$ cat src/rtl/multi_cycle_control_unit_pkg.sv
`default_nettype none
// ============================================================================
//  Module   : multi_cycle_control_unit_pkg
//  Purpose  : Shared encodings for the multi-cycle MIPS control unit: opcode,
//             funct and ALU codes, datapath mux selects and FSM states.
//  Revision : 1.0 - initial release
// ============================================================================
package multi_cycle_control_unit_pkg;

    // Field widths
    localparam int c_opcode_w = 6;
    localparam int c_funct_w  = 6;
    localparam int c_alu_op_w = 3;
    localparam int c_state_w  = 4;

    // Primary opcodes
    localparam logic [c_opcode_w-1:0] c_op_rtype = 6'h00;
    localparam logic [c_opcode_w-1:0] c_op_j     = 6'h02;
    localparam logic [c_opcode_w-1:0] c_op_beq   = 6'h04;
    localparam logic [c_opcode_w-1:0] c_op_addi  = 6'h08;
    localparam logic [c_opcode_w-1:0] c_op_ori   = 6'h0D;
    localparam logic [c_opcode_w-1:0] c_op_lw    = 6'h23;
    localparam logic [c_opcode_w-1:0] c_op_sw    = 6'h2B;

    // R-type funct codes
    localparam logic [c_funct_w-1:0] c_funct_add = 6'h20;
    localparam logic [c_funct_w-1:0] c_funct_sub = 6'h22;
    localparam logic [c_funct_w-1:0] c_funct_and = 6'h24;
    localparam logic [c_funct_w-1:0] c_funct_or  = 6'h25;

    // ALU operation codes; the default is an idle code no instruction uses
    localparam logic [c_alu_op_w-1:0] c_alu_and     = 3'b000;
    localparam logic [c_alu_op_w-1:0] c_alu_or      = 3'b001;
    localparam logic [c_alu_op_w-1:0] c_alu_add     = 3'b010;
    localparam logic [c_alu_op_w-1:0] c_alu_default = 3'b011;
    localparam logic [c_alu_op_w-1:0] c_alu_sub     = 3'b110;

    // ALU B-operand select
    localparam logic [1:0] c_alu_src_b_reg      = 2'b00;
    localparam logic [1:0] c_alu_src_b_four     = 2'b01;
    localparam logic [1:0] c_alu_src_b_imm      = 2'b10;
    localparam logic [1:0] c_alu_src_b_imm_shl2 = 2'b11;

    // PC source select
    localparam logic [1:0] c_pc_src_alu    = 2'b00;
    localparam logic [1:0] c_pc_src_aluout = 2'b01;
    localparam logic [1:0] c_pc_src_jump   = 2'b10;

    // Controller states
    typedef enum logic [c_state_w-1:0] {
        ST_FETCH    = 4'd0,
        ST_DECODE   = 4'd1,
        ST_R_EXEC   = 4'd2,
        ST_R_WB     = 4'd3,
        ST_I_EXEC   = 4'd4,
        ST_I_WB     = 4'd5,
        ST_MEM_ADDR = 4'd6,
        ST_MEM_RD   = 4'd7,
        ST_MEM_WB   = 4'd8,
        ST_MEM_WR   = 4'd9,
        ST_BRANCH   = 4'd10,
        ST_JUMP     = 4'd11,
        ST_ILLEGAL  = 4'd12
    } state_e;

endpackage
`default_nettype wire

$ cat src/rtl/multi_cycle_control_unit_alu_decoder.sv
`default_nettype none
// ============================================================================
//  Module   : alu_decoder
//  Purpose  : Combinational R-type funct to ALU operation decode, with a flag
//             marking funct codes the core supports.
//  Revision : 1.0 - initial release
// ============================================================================
module alu_decoder
    import multi_cycle_control_unit_pkg::*;
(
    input  logic [c_funct_w-1:0]  i_funct,
    output logic [c_alu_op_w-1:0] o_alu_op,
    output logic                  o_funct_valid
);

    // Map funct to ALU op; unsupported codes give the idle op and valid=0
    always_comb begin
        o_alu_op      = c_alu_default;
        o_funct_valid = 1'b0;
        case (i_funct)
            c_funct_add: begin o_alu_op = c_alu_add; o_funct_valid = 1'b1; end
            c_funct_sub: begin o_alu_op = c_alu_sub; o_funct_valid = 1'b1; end
            c_funct_and: begin o_alu_op = c_alu_and; o_funct_valid = 1'b1; end
            c_funct_or:  begin o_alu_op = c_alu_or;  o_funct_valid = 1'b1; end
            default: begin
                o_alu_op      = c_alu_default;
                o_funct_valid = 1'b0;
            end
        endcase
    end

endmodule
`default_nettype wire

$ cat src/rtl/multi_cycle_control_unit.sv
`default_nettype none
// ============================================================================
//  Module   : multi_cycle_control_unit
//  Purpose  : Control FSM for the multi-cycle MIPS datapath. Steps each
//             instruction through fetch/decode/execute/memory/write-back and
//             drives the datapath enables, with an optional memory-ready stall.
//  Revision : 1.0 - initial release
// ============================================================================
module multi_cycle_control_unit
    import multi_cycle_control_unit_pkg::*;
#(
    parameter int MEM_HANDSHAKE = 1,  // 1: memory states wait for mem_ready
    parameter int TRAP_ILLEGAL  = 1,  // 1: bad opcode/funct halts in ILLEGAL
    parameter int STATE_W       = 4   // debug state width, at least 4
)
(
    input  logic                  clk,
    input  logic                  rst_n,
    input  logic [c_opcode_w-1:0] opcode,
    input  logic [c_funct_w-1:0]  funct,
    input  logic                  mem_ready,
    output logic                  pc_write,
    output logic                  pc_write_cond,
    output logic                  iord,
    output logic                  mem_read,
    output logic                  mem_write,
    output logic                  ir_write,
    output logic                  mem_to_reg,
    output logic                  reg_dst,
    output logic                  reg_write,
    output logic                  alu_src_a,
    output logic [1:0]            alu_src_b,
    output logic [1:0]            pc_source,
    output logic [c_alu_op_w-1:0] alu_op,
    output logic                  instr_done,
    output logic                  illegal_op,
    output logic [STATE_W-1:0]    state_o
);

    state_e                  state_q;
    state_e                  state_d;
    logic                    w_mem_done;
    state_e                  w_bad_target;
    logic [c_alu_op_w-1:0]   w_r_alu_op;
    logic                    w_funct_valid;

    // Without the handshake every memory access completes in its first cycle
    assign w_mem_done   = (MEM_HANDSHAKE == 0) || mem_ready;
    // Where an unsupported instruction goes: halt, or skip as a NOP
    assign w_bad_target = (TRAP_ILLEGAL != 0) ? ST_ILLEGAL : ST_FETCH;

    alu_decoder u_alu_decoder (
        .i_funct       (funct),
        .o_alu_op      (w_r_alu_op),
        .o_funct_valid (w_funct_valid)
    );

    // State register; reset wins from any state, including a stalled access
    always_ff @(posedge clk) begin
        if (!rst_n) begin
            state_q <= ST_FETCH;
        end else begin
            state_q <= state_d;
        end
    end

    // Next-state selection
    always_comb begin
        state_d = state_q;
        case (state_q)
            ST_FETCH: begin
                if (w_mem_done) begin
                    state_d = ST_DECODE;
                end
            end
            ST_DECODE: begin
                case (opcode)
                    c_op_rtype:        state_d = ST_R_EXEC;
                    c_op_addi, c_op_ori: state_d = ST_I_EXEC;
                    c_op_lw, c_op_sw:  state_d = ST_MEM_ADDR;
                    c_op_beq:          state_d = ST_BRANCH;
                    c_op_j:            state_d = ST_JUMP;
                    default:           state_d = w_bad_target;
                endcase
            end
            ST_R_EXEC:   state_d = w_funct_valid ? ST_R_WB : w_bad_target;
            ST_I_EXEC:   state_d = ST_I_WB;
            ST_MEM_ADDR: begin
                // Opcode was already qualified in DECODE; guard against a
                // changed IR anyway so the FSM never wanders
                if (opcode == c_op_lw) begin
                    state_d = ST_MEM_RD;
                end else if (opcode == c_op_sw) begin
                    state_d = ST_MEM_WR;
                end else begin
                    state_d = w_bad_target;
                end
            end
            ST_MEM_RD: begin
                if (w_mem_done) begin
                    state_d = ST_MEM_WB;
                end
            end
            ST_MEM_WR: begin
                if (w_mem_done) begin
                    state_d = ST_FETCH;
                end
            end
            ST_R_WB, ST_I_WB, ST_MEM_WB, ST_BRANCH, ST_JUMP: state_d = ST_FETCH;
            ST_ILLEGAL:  state_d = ST_ILLEGAL;
            default:     state_d = ST_FETCH;
        endcase
    end

    // Output decode from the current state; defaults first
    always_comb begin
        pc_write      = 1'b0;
        pc_write_cond = 1'b0;
        iord          = 1'b0;
        mem_read      = 1'b0;
        mem_write     = 1'b0;
        ir_write      = 1'b0;
        mem_to_reg    = 1'b0;
        reg_dst       = 1'b0;
        reg_write     = 1'b0;
        alu_src_a     = 1'b0;
        alu_src_b     = c_alu_src_b_reg;
        pc_source     = c_pc_src_alu;
        alu_op        = c_alu_default;
        instr_done    = 1'b0;
        illegal_op    = 1'b0;
        case (state_q)
            ST_FETCH: begin
                // PC+4 is computed every fetch cycle, but IR and PC only
                // load in the cycle the instruction word is actually there
                mem_read  = 1'b1;
                iord      = 1'b0;
                ir_write  = w_mem_done;
                pc_write  = w_mem_done;
                alu_src_a = 1'b0;
                alu_src_b = c_alu_src_b_four;
                alu_op    = c_alu_add;
                pc_source = c_pc_src_alu;
            end
            ST_DECODE: begin
                // Speculative branch target into ALUOut
                alu_src_a = 1'b0;
                alu_src_b = c_alu_src_b_imm_shl2;
                alu_op    = c_alu_add;
            end
            ST_R_EXEC: begin
                alu_src_a = 1'b1;
                alu_src_b = c_alu_src_b_reg;
                alu_op    = w_r_alu_op;
            end
            ST_R_WB: begin
                reg_dst    = 1'b1;
                reg_write  = 1'b1;
                mem_to_reg = 1'b0;
                instr_done = 1'b1;
            end
            ST_I_EXEC: begin
                alu_src_a = 1'b1;
                alu_src_b = c_alu_src_b_imm;
                alu_op    = (opcode == c_op_ori) ? c_alu_or : c_alu_add;
            end
            ST_I_WB: begin
                reg_dst    = 1'b0;
                reg_write  = 1'b1;
                instr_done = 1'b1;
            end
            ST_MEM_ADDR: begin
                alu_src_a = 1'b1;
                alu_src_b = c_alu_src_b_imm;
                alu_op    = c_alu_add;
            end
            ST_MEM_RD: begin
                iord     = 1'b1;
                mem_read = 1'b1;
            end
            ST_MEM_WB: begin
                reg_dst    = 1'b0;
                mem_to_reg = 1'b1;
                reg_write  = 1'b1;
                instr_done = 1'b1;
            end
            ST_MEM_WR: begin
                // A store retires in the cycle memory accepts it
                iord       = 1'b1;
                mem_write  = 1'b1;
                instr_done = w_mem_done;
            end
            ST_BRANCH: begin
                alu_src_a     = 1'b1;
                alu_src_b     = c_alu_src_b_reg;
                alu_op        = c_alu_sub;
                pc_source     = c_pc_src_aluout;
                pc_write_cond = 1'b1;
                instr_done    = 1'b1;
            end
            ST_JUMP: begin
                pc_source  = c_pc_src_jump;
                pc_write   = 1'b1;
                instr_done = 1'b1;
            end
            ST_ILLEGAL: begin
                illegal_op = 1'b1;
            end
            default: begin
                illegal_op = 1'b0;
            end
        endcase
    end

    // Debug view of the state, zero-extended to the requested width
    assign state_o = STATE_W'(state_q);

endmodule
`default_nettype wire

$ cat config.mk
export PLATFORM = sky130hd
export DESIGN_NAME = multi_cycle_control_unit
export DESIGN_NICKNAME = d
export VERILOG_FILES = /design/src/rtl/multi_cycle_control_unit_pkg.sv /design/src/rtl/multi_cycle_control_unit_alu_decoder.sv /design/src/rtl/multi_cycle_control_unit.sv
export SDC_FILE = /design/constraint.sdc
export NUM_CORES = 1
export LEC_CHECK = 0
export ABC_CLOCK_PERIOD_IN_PS = 1550
export BUFFER_PORTS_ARGS = -buffer_cell sky130_fd_sc_hd__buf_2
export CAP_MARGIN = 20
export CORE_AREA = 5 5 47 49
export DETAILED_ROUTE_END_ITERATION = 8
export DIE_AREA = 0 0 52 54
export PLACE_DENSITY = 0.75
export REMOVE_ABC_BUFFERS = 1
export SYNTH_ARGS = -nofsm -noshare
export SYNTH_HDL_FRONTEND = slang
export SYNTH_HIERARCHICAL = 1
export SYNTH_SLANG_ARGS = --single-unit
$ cat constraint.sdc
create_clock -name clk -period 1.55 [get_ports clk]
set_clock_uncertainty 0.1 [all_clocks]
set_input_delay 0.0775 -clock clk [delete_from_list [all_inputs] [get_ports clk]]
set_output_delay 0.0775 -clock clk [all_outputs]
set_load 0.02 [all_outputs]
Yosys cells after proc, flatten, opt, wreduce, memory -nomap -nowiden
Cells that the tools add are included.
Storage, ports and cells
  register bits: 4
  bits of input ports: 15
  output and inout bits: 23
  word-level logic and storage cells: 65
Cells by class
  equal/unequal tests: 25
  mux-type cells: 26
  reductions and logical operators: 13
Operators by type and width (count)
  $eq 6x6->1 const B: 6
  $pmux 4 s8: 1
  $pmux 3 s4: 2
  $eq 4x4->1 const B: 5
  $mux 4: 5
  $pmux 4 s5: 1
  $eq 4x3->1 const B: 4
  $eq 6x4->1 const B: 2
  $mux 1: 11
  $reduce_or 2->1: 5
  $eq 4x2->1 const B: 2
  $reduce_or 4->1: 2
  $eq 6x2->1 const B: 1
  $eq 6x3->1 const B: 1
  $logic_not 6->1: 1
  $ne 2x2->1 const B: 3
  $pmux 2 s3: 1
  $reduce_or 3->1: 2
  $reduce_or 5->1: 1
  $eq 4x1->1 const B: 1
  $logic_not 4->1: 1
  $pmux 1 s2: 2
  $pmux 2 s2: 1
  $mux 3: 1
  2 further kinds: 2

Logic depth before layout (Yosys ltp)
Gate-level depths: netlist of the first run.
  word-level depth: 5
  gate-level depth with buffers: 6

Hierarchy
The synthesis of the first run kept the hierarchy.
Modules (own cells, without submodules)
  multi_cycle_control_unit: instances 1, cells each 106, area each 658.1 um^2
  alu_decoder: instances 1, cells each 8, area each 53.8 um^2

Worst setup path after synthesis of the first run
OpenSTA, ideal clock, no wires.
  path kind: register to output
  start point: reg state_q[1], in the netlist state_o[1]
  end point: out pc_source[0]
  arrival time: 1446 ps
  data required time: 1372 ps
  setup slack: -73 ps
  stages on the path, launching flop included: 6
  path buffers: 3
  cell sequence: dfxtp_1 -> buf_4 -> buf_2 -> nand2_1 -> nor2_1 -> buf_4
Between the ends
  word-level cells in the longest chain between the ends: 2
  elaborated cells between the ends (all ways): 3
  those cells by class: eq/ne: 2; mux: 1
Ends and longest elaborated chain
  start, declared: line multi_cycle_control_unit.sv:40  | state_e state_q;
  start signal, assigned: line multi_cycle_control_unit.sv:63  | state_q <= state_d;
  $eq 4x4->1: line multi_cycle_control_unit.sv:132  | case (state_q)
  $pmux 2 s2 *: line multi_cycle_control_unit.sv:132
  end, declared: line multi_cycle_control_unit.sv:33  | output logic [1:0] pc_source,
Every way passes the cells marked *; elsewhere a longest branch is shown, timed or not.

Worst setup path in the final report of the first run
  start point: reg state_q[1], in the netlist state_o[1]
  end point: out pc_write
Between the ends
  word-level cells in the longest chain between the ends: 2
  elaborated cells between the ends (all ways): 3
  those cells by class: eq/ne: 1; mux: 1; reduce/logical: 1
Ends and longest elaborated chain
  $eq 4x4->1 or $logic_not 4->1 (tied branches): line multi_cycle_control_unit.sv:132
  $pmux 1 s2 *: line multi_cycle_control_unit.sv:132
  end, declared: line multi_cycle_control_unit.sv:22  | output logic pc_write,
Marked as above.

==> summary.md, run 1 <==
| Metric | Value |
|---|---|
| Outcome | `completed` |
| Crit path DAT | `1.35 ns` |
| Seq/Total Area, Yosys | `11.2%` |
| Die span in y | `54 um` |
| Starting density of the core | `39.1%` |
| Worst setup EP type | `output port` |
| Share of cells above drive strength 1 | `44.2%` |
| Slew @ Worst Pin | `0.288 ns` |
| Routed wire length | `2670 um` |
| CTS Buf Count | `3` |
| Worst R2R Path Depth | `4` |
| Initial antenna violation count | `0` |
| Pre-CTS setup slack | `0.0102 ns` |
| Grt total ovfl | `0` |
| # hold bufs at CTS | `0` |
| GRT Util Overall | `20.3%` |
| Commonest cells post-synth | `18 x nor2_1, 12 x nand2_1, 11 x a21oi_1` |
| Layout net count | `180` |
| Ant. Diodes | `0` |
| Core area | `0.00182 mm2` |
| Max Freq | `656 MHz` |
| Primary FF master, synth | `dfxtp_1` |
| Share of flip-flops with an asynchronous set or reset | `0%` |
| Worst EP required | `1.37 ns` |
| Vias in the first global route | `1062` |
| Worst Hold Class | `in -> reg` |
| Via count | `1121` |
| Final Critical Period | `1.53 ns` |
| CTS Sinks | `4` |
| Post-synth EDFFs | `0` |
| I/O Buffers | `37` |
| Synthesis Warnings | `6` |
| Largest fanout on the critical path | `12` |
| Maximum VDD drop | `0.664 mV` |
| # DRC | `0` |
| Synthesized flop and latch total | `4` |
| Cell area power density | `1450 mW/mm2` |
| Clock root cell | `clkbuf_4` |
| FILL cells | `176` |
| Crit share post-route | `98.4%` |
| Area after DPL | `0.00101 mm2` |
| Mapped cell area | `712 um2` |
| Clk pin slew, worst setup/hold paths | `0.04 ns` |
| Kind of critical path | `reg -> out` |
| Hold Vio Cnt, Final | `0` |
| CTS tree | `yes` |
| Hold path depth | `3` |
| Avg Cell Area, Syn | `6.25 um2` |
| Clock Tree Buf Depth | `2` |
| RSZ-0062 raised after global routing | `true` |
| Count leader, synth | `nor2_1` |
| First-pass GRT wire length | `4360 um` |
| Die X | `52 um` |
| Synth Instances | `114` |
| First drt pass iteration count | `4` |
| Largest net degree at the start of global routing | `13` |
| Rows | `16` |
| Wire length per cell | `14.1 um` |
| I/O pins | `38` |
| Yosys top cell area share | `11.2%` |
| Final Worst Setup Slack | `0.0247 ns` |
| Relative slew margins | `80.5%` |
| Post-DP HPWL | `2060 um` |
| Insertion delay to the later sink of the worst-skew pair | `0.24 ns` |
| DR vias/cell | `5.90` |
| Max FFs per register | `4` |
| Routability cong. | `0.915` |
| Number of distinct library cells after synthesis | `36` |
| Synth area leader | `dfxtp_1` |
| Fin. max-slew vios | `0` |
| Static Leak | `0.502 nW` |
| Finished Cell Area | `0.00108 mm2` |
| Max cap viols | `0` |
| Setup Viol. Count Final | `0` |
| Routed Antenna Nets | `0` |
| Worst setup SP type | `register` |
| Full die area | `0.00281 mm2` |
| Area contributors post-synth | `dfxtp_1 11%, nor2_1 9.5%, a21oi_1 7.7%` |
| Detailed Route Iter0 Violations | `39` |
| Syn-to-layout area delta | `51.5%` |
| Htree depth | `1` |
[path summary, 6_finish.rpt]
kind | from | endpoint | slack (ns)
worst max-delay path | state_o[1] | pc_write | 0.02
worst min-delay path | rst_n | state_o[0] | 0.05
worst max register to register | state_o[3] | state_o[3] | 0.12
worst min register to register | state_o[3] | state_o[0] | 0.54
[power breakdown]
part | total (W) | leakage [nW] | switching, W | internal (W)
combinational | 0.00118 | 0.453 | 0.000689 | 0.000494
sequential | 0.000243 | 0.0356 | 0.0000916 | 0.000151
clock | 0.000136 | 0.0138 | 0.0000487 | 0.0000870
[cell families after synthesis]
family / count (synthesis) / synth area share (%)
flip-flops: 4 / 11.2
multiplexers: 2 / 2.81
AO/OA/AOI/OAI: 32 / 30.6
AND/OR/NAND/NOR: 65 / 47.5
buffers and inverters: 11 / 7.91
[critical path, stage by stage, from the launching register on]
cell and delay [ns]:
dfxtp_4 0.42, nor2_2 0.09, and3_1 0.18, or2_2 0.26, buf_2 0.16
[layer usage]
metal	part of all wire (%)	GRT usage, %
met1	39	20.9
met5	0	0
met3	8.4	3.05
met2	49	38.1
met4	3.7	13.1
[per-stage QoR]
stage                     hold WS (ns)  std cells  setup TNS [ns]  total power (W)  utilization, %
after floorplan                  0.108        106          -0.866         0.000859               -
after global placement           0.288        186               0          0.00135            55.2
after detailed placement         0.300        186               0          0.00135            55.2
after CTS                       0.0477        189               0          0.00151            57.3
after global routing            0.0687        190         -0.0656          0.00168            59.2
final                           0.0520        190               0          0.00156            59.2
[layout by cell type, fill, tap and decap left out, types with 3 or more instances in the layout]
cell      synthesis  layout
o21ai_0           4       3
a21oi_1          11      11
nand2_1          12      10
dfxtp_4           0       4
buf_4             2      20
nor3_1            7       7
nor2_1           18      16
o22ai_1           3       3
nand3_1           5       5
buf_2             6      34
nand2b_1          6       4
and3_1            5       5
clkbuf_4          0       3
[layout make-up]
type	count	area, um2	area share [%]
multi-input cells	99	596	55.2
repair buffers	54	320	29.7
flip-flops and latches	4	95.1	8.82
well taps	27	33.8	3.13
clock buffers	3	22.5	2.09
inverters	3	11.3	1.04
[repair_timing]
action,4_1_cts,5_1_grt
setup buffers,0,1
pin swaps,0,1
resized for setup,8,11
endpoints found under the setup margin,14,10
No activity file was read; power rests on OpenSTA's default activity.
==> run 2, diff against run 1 <==
- GPL_TIMING_DRIVEN: default -> 0
==> run 2 against run 1 <==
First-iteration DRC count shrank 13%. Power grew 4.4%. Design area grew 1.7%. Critical path depth grew 1. Wire length grew 2.1%.
==> summary.md, run 2 (synthesized netlist as in run 1, its figures left out) <==
| Metric | Value |
|---|---|
| CP delay by family, top | `simple AND/OR/NAND/NOR gates` |
| Max incr delay on CP | `0.55 ns` |
| Worst EP required | `1.61 ns` |
| Critical-path cell list | `buf_4, or4b_4, o31ai_4, a21oi_2, a31oi_2` |
| Static Leak | `0.499 nW` |
| Largest fanout on the critical path | `7` |
| First-pass GRT wire length | `4080 um` |
| Setup Viol. Count Final | `0` |
| Routability cong. | `0.874` |
| Layout net count | `175` |
| Most frequent cells in the layout | `34 x buf_2, 15 x nor2_1, 14 x buf_4` |
| Worst-case hold slack | `0.0407 ns` |
| Clock root cell | `clkbuf_4` |
| Grt total ovfl | `0` |
| Wire length per cell | `14.8 um` |
| DR vias/cell | `5.78` |
| GRT Util Overall | `19.1%` |
| CTS tree | `yes` |
| WP buf/inv | `1` |
| Routed wire length | `2730 um` |
| Crit-path slowest cell | `or4b_4` |
| FILL cells | `177` |
| Insertion delay to the later sink of the worst-skew pair | `0.24 ns` |
| Via count | `1069` |
| Most common cell after layout, fill and taps aside | `buf_2` |
| Crit path DAT | `1.59 ns` |
| Die X | `52 um` |
| Worst setup EP type | `register` |
| Setup_tns | `0 ns` |
| Clock Tree Buf Depth | `2` |
| Crit share post-route | `98.9%` |
| CTS Buf Count | `3` |
| I/O pins | `38` |
| Final Critical Period | `1.53 ns` |
| # hold bufs at CTS | `0` |
| Slew @ Worst Pin | `0.258 ns` |
| Core area | `0.00182 mm2` |
| Full die area | `0.00281 mm2` |
| Largest net degree at the start of global routing | `13` |
| # DRC | `0` |
| Hold Vio Cnt, Final | `0` |
| Final core utilization | `60.2%` |
| First drt pass iteration count | `4` |
| Placed cells | `170` |
| Share of cells above drive strength 1 | `47.5%` |
| Die span in y | `54 um` |
| I/O Buffers | `37` |
| Post-DP HPWL | `1710 um` |
| Relative slew margins | `82.5%` |
| Fin. max-slew vios | `0` |
| CTS Sinks | `4` |
| Htree depth | `1` |
| Ant. Diodes | `0` |
| Worst setup SP type | `register` |
| Max Freq | `652 MHz` |
| Max FFs per register | `4` |
| Fin cells | `185` |
| RSZ-0062 raised after global routing | `true` |
| Routed Antenna Nets | `0` |
| Maximum VDD drop | `1.01 mV` |
| Clk pin slew, worst setup/hold paths | `0.04 ns` |
| Worst Hold Class | `in -> reg` |
| Detailed Route Iter0 Violations | `34` |
| Max cap viols | `0` |
| Starting density of the core | `39.1%` |
| Syn-to-layout area delta | `54.1%` |
| Cell area power density | `1490 mW/mm2` |
| Vias in the first global route | `961` |
| Kind of critical path | `reg -> reg` |
| Rows | `16` |
| Outcome | `completed` |
| Initial antenna violation count | `0` |
==> run 2: cell count changes in the layout (fill, tap and decap cells not counted), sizes merged <==
cell  delta
buf      -5
==> run 2: layer usage <==
metal / wire length (um) / track usage (%) / vias up
li1: - / - / 513
met1: 1120 / 21.5 / 508
met2: 1370 / 33.7 / 42
met3: 196 / 4.99 / 6
met4: 48 / 8.30 / 0
met5: 0 / 0 / -
==> run 2: timing repair <==
item	CTS	global route
buffers inserted	5	7
resized for setup	11	24
endpoints found under the setup margin	21	8
pin swaps	0	4
==> run 2: final timing paths <==
path / from / end / slack [ns] / depth (start not counted)
worst max-delay path: state_o[3] / state_o[3] / 0.02 / 5
worst min-delay path: rst_n / state_o[2] / 0.04 / 3
worst max register to register: state_o[3] / state_o[3] / 0.02 / 5
worst min register to register: state_o[3] / state_o[2] / 0.51 / 3
==> run 2: metrics by stage <==
step | total power [W] | instance area, um2 | worst slack, ns
after floorplan | 0.000859 | 667 | -0.177
after global placement | 0.00116 | 886 | -0.269
after detailed placement | 0.00116 | 886 | -0.260
after CTS | 0.00141 | 971 | 0.00717
after global routing | 0.00175 | 1100 | -0.0566
final | 0.00163 | 1100 | 0.0171
==> run 2: final cells by class <==
type	instances	area, um2	share of cell area, %
clock buffers	3	22.5	2.05
inverters	3	11.3	1.03
multi-input cells	99	648	59.1
flip-flops and latches	4	95.1	8.67
well taps	27	33.8	3.08
repair buffers	49	287	26.1
==> run 2: worst min-delay path: cells and delay by family <==
kind / cells / cell delay (ns)
buffers and inverters: 1 / 0.14
AND/OR/NAND/NOR: 1 / 0.06
AO/OA/AOI/OAI: 1 / 0.07
==> run 2: power breakdown <==
part,internal [W],leakage (nW),switching [W]
registers,0.000151,0.0356,0.0000805
clock network,0.0000873,0.0138,0.0000525
logic,0.000512,0.450,0.000747
==> run 3, diff against run 2 <==
- PLACE_DENSITY: 0.75 -> 0.79
==> run 3 against run 2 <==
The run now ends with negative setup slack left. Worst setup slack got worse by 0.021 ns. Utilization fell by 1.9 points. Combinational power fell by 6%. Count of clock-buffer cells in the layout did not move. Sequential power rose by 10%. Sequential share of layout area rose by 0.29 points. Maximum frequency fell by 1.4%. Clock power fell by 5%. Hold slack improved by 0.037 ns. Critical endpoint is now pc_write. Largest power group unchanged.
==> summary.md, run 3 (synthesized netlist as in run 1, its figures left out) <==
| Metric | Value |
|---|---|
| Crit path DAT | `1.38 ns` |
| I/O Buffers | `37` |
| First drt pass iteration count | `4` |
| Final Worst Setup Slack | `-0.00414 ns` |
| Worst Hold Class | `in -> reg` |
| # hold bufs at CTS | `0` |
| Die span in y | `54 um` |
| Most frequent cells in the layout | `38 x buf_2, 15 x nor2_1, 11 x nand2_1` |
| CTS tree | `yes` |
| RSZ-0062 raised after global routing | `true` |
| WP buf/inv | `1` |
| Vias in the first global route | `1001` |
| Most common cell after layout, fill and taps aside | `buf_2` |
| Internal power | `0.000720 W` |
| CTS Sinks | `4` |
| Worst EP required | `1.37 ns` |
| Critical-path cell list | `nor2_1, and3_1, or2_2, buf_2` |
| Pre-CTS setup slack | `-0.282 ns` |
| Hold Vio Cnt, Final | `0` |
| Core area | `0.00182 mm2` |
| Routed wire length | `2640 um` |
| Setup_tns | `-0.00588 ns` |
| Comb power frac | `75.2%` |
| Wire length per cell | `14.3 um` |
| FILL cells | `184` |
| Max FFs per register | `4` |
| Largest fanout on the critical path | `12` |
| Worst setup EP type | `output port` |
| Ant. Diodes | `0` |
| Max incr delay on CP | `0.43 ns` |
| Placed cells | `170` |
| Starting density of the core | `39.1%` |
| Share of cells above drive strength 1 | `44.3%` |
| Full die area | `0.00281 mm2` |
| Static Leak | `0.486 nW` |
| Clk pin slew, worst setup/hold paths | `0.04 ns` |
| CP delay by family, top | `simple AND/OR/NAND/NOR gates` |
| # DRC | `0` |
| Rows | `16` |
| Post-DP HPWL | `1670 um` |
| Grt total ovfl | `0` |
| Slew @ Worst Pin | `0.313 ns` |
| Syn-to-layout area delta | `49.2%` |
| Worst setup SP type | `register` |
| Routability cong. | `0.865` |
| DR vias/cell | `5.72` |
| Outcome | `finished with violations` |
| Initial antenna violation count | `0` |
| Clock Power Share | `8.5%` |
| Kind of critical path | `reg -> out` |
| Clock root cell | `clkbuf_4` |
| Final Critical Period | `1.55 ns` |
| Largest net degree at the start of global routing | `13` |
| Detailed Route Iter0 Violations | `35` |
| I/O pins | `38` |
| Layout net count | `175` |
| Clock Tree Buf Depth | `2` |
| Maximum VDD drop | `0.699 mV` |
| Crit share post-route | `100%` |
| Cell area power density | `1480 mW/mm2` |
| GRT Util Overall | `19.2%` |
| Via count | `1059` |
| First-pass GRT wire length | `4180 um` |
| Max cap viols | `0` |
| Die X | `52 um` |
| Fin cells | `185` |
| Routed Antenna Nets | `0` |
| Relative slew margins | `78.8%` |
| Crit-path slowest cell | `dfxtp_4` |
| Setup Viol. Count Final | `2` |
| Insertion delay to the later sink of the worst-skew pair | `0.24 ns` |
| Sw power | `0.000849 W` |
| Violated checks | `negative setup slack` |
| Fin. max-slew vios | `0` |
| Sequential share of power | `16.2%` |
| Htree depth | `1` |
| Sw Ratio | `54.1%` |
| CTS Buf Count | `3` |
| Max Freq | `643 MHz` |
==> run 3: cell count changes in the layout (fill, tap and decap cells not counted), sizes merged <==
cell | before | now
clkinvlp | 0 | 1
inv | 3 | 2
==> run 3: area by class of cell <==
cell class,count,area (um2),share of cell area [%]
timing repair buffer,49,285,26.9
tap,27,33.8,3.18
inverter,3,15.0,1.41
multi-input combinational,99,611,57.5
clock buffer,3,22.5,2.12
sequential,4,95.1,8.95
==> run 3: power groups by stage <==
stage / Combinational (W) / Clock [W] / Sequential [W]
5_1_grt: 0.00129 / 0.000145 / 0.000265
4_1_cts: 0.00108 / 0.000137 / 0.000240
2_1_floorplan: 0.000584 / 0 / 0.000275
3_5_place_dp: 0.000883 / 0 / 0.000275
6_report: 0.00118 / 0.000133 / 0.000255
3_3_place_gp: 0.000878 / 0 / 0.000274
==> run 3: per-layer routing <==
layer	up-vias	track usage (%)	routed length (um)
li1	516	-	-
met1	479	24.0	1090
met2	58	34.1	1290
met3	6	1.66	221
met4	0	6.99	38
met5	-	0	0
==> run 3: final timing paths <==
kind | from | to | slack [ns] | cells after the start
worst max-delay path | state_o[3] | pc_write | -0.004 | 4
worst min-delay path | rst_n | state_o[0] | 0.08 | 3
worst max register to register | state_o[0] | state_o[3] | 0.04 | 5
worst min register to register | state_o[2] | state_o[2] | 0.62 | 3
==> run 3: stage by stage <==
stage / area (um2) / hold WS, ns / total power [W] / util (%)
after floorplan: 667 / 0.108 / 0.000859 / -
after global placement: 886 / 0.318 / 0.00115 / 48.6
after detailed placement: 886 / 0.320 / 0.00116 / 48.6
after CTS: 988 / 0.0614 / 0.00145 / 54.3
after global routing: 1060 / 0.0867 / 0.00170 / 58.3
final: 1060 / 0.0780 / 0.00157 / 58.3
==> run 3: worst register-to-register path, delay by kind of cell, from the launching register on <==
| family | cells | cell delay (ns) |
|---|---|---|
| DFF | 1 | 0.37 |
| and+or+nand+nor | 1 | 0.50 |
| AOI/OAI and AO/OA | 3 | 0.33 |
| buffers and inverters | 1 | 0.14 |
==> run 3: timing repair <==
item                                    in CTS  in global routing
cloned                                       0                  0
setup buffers                                6                  6
gates resized for setup                     10                 10
pin swaps                                    0                  5
endpoints found under the setup margin      22                  8
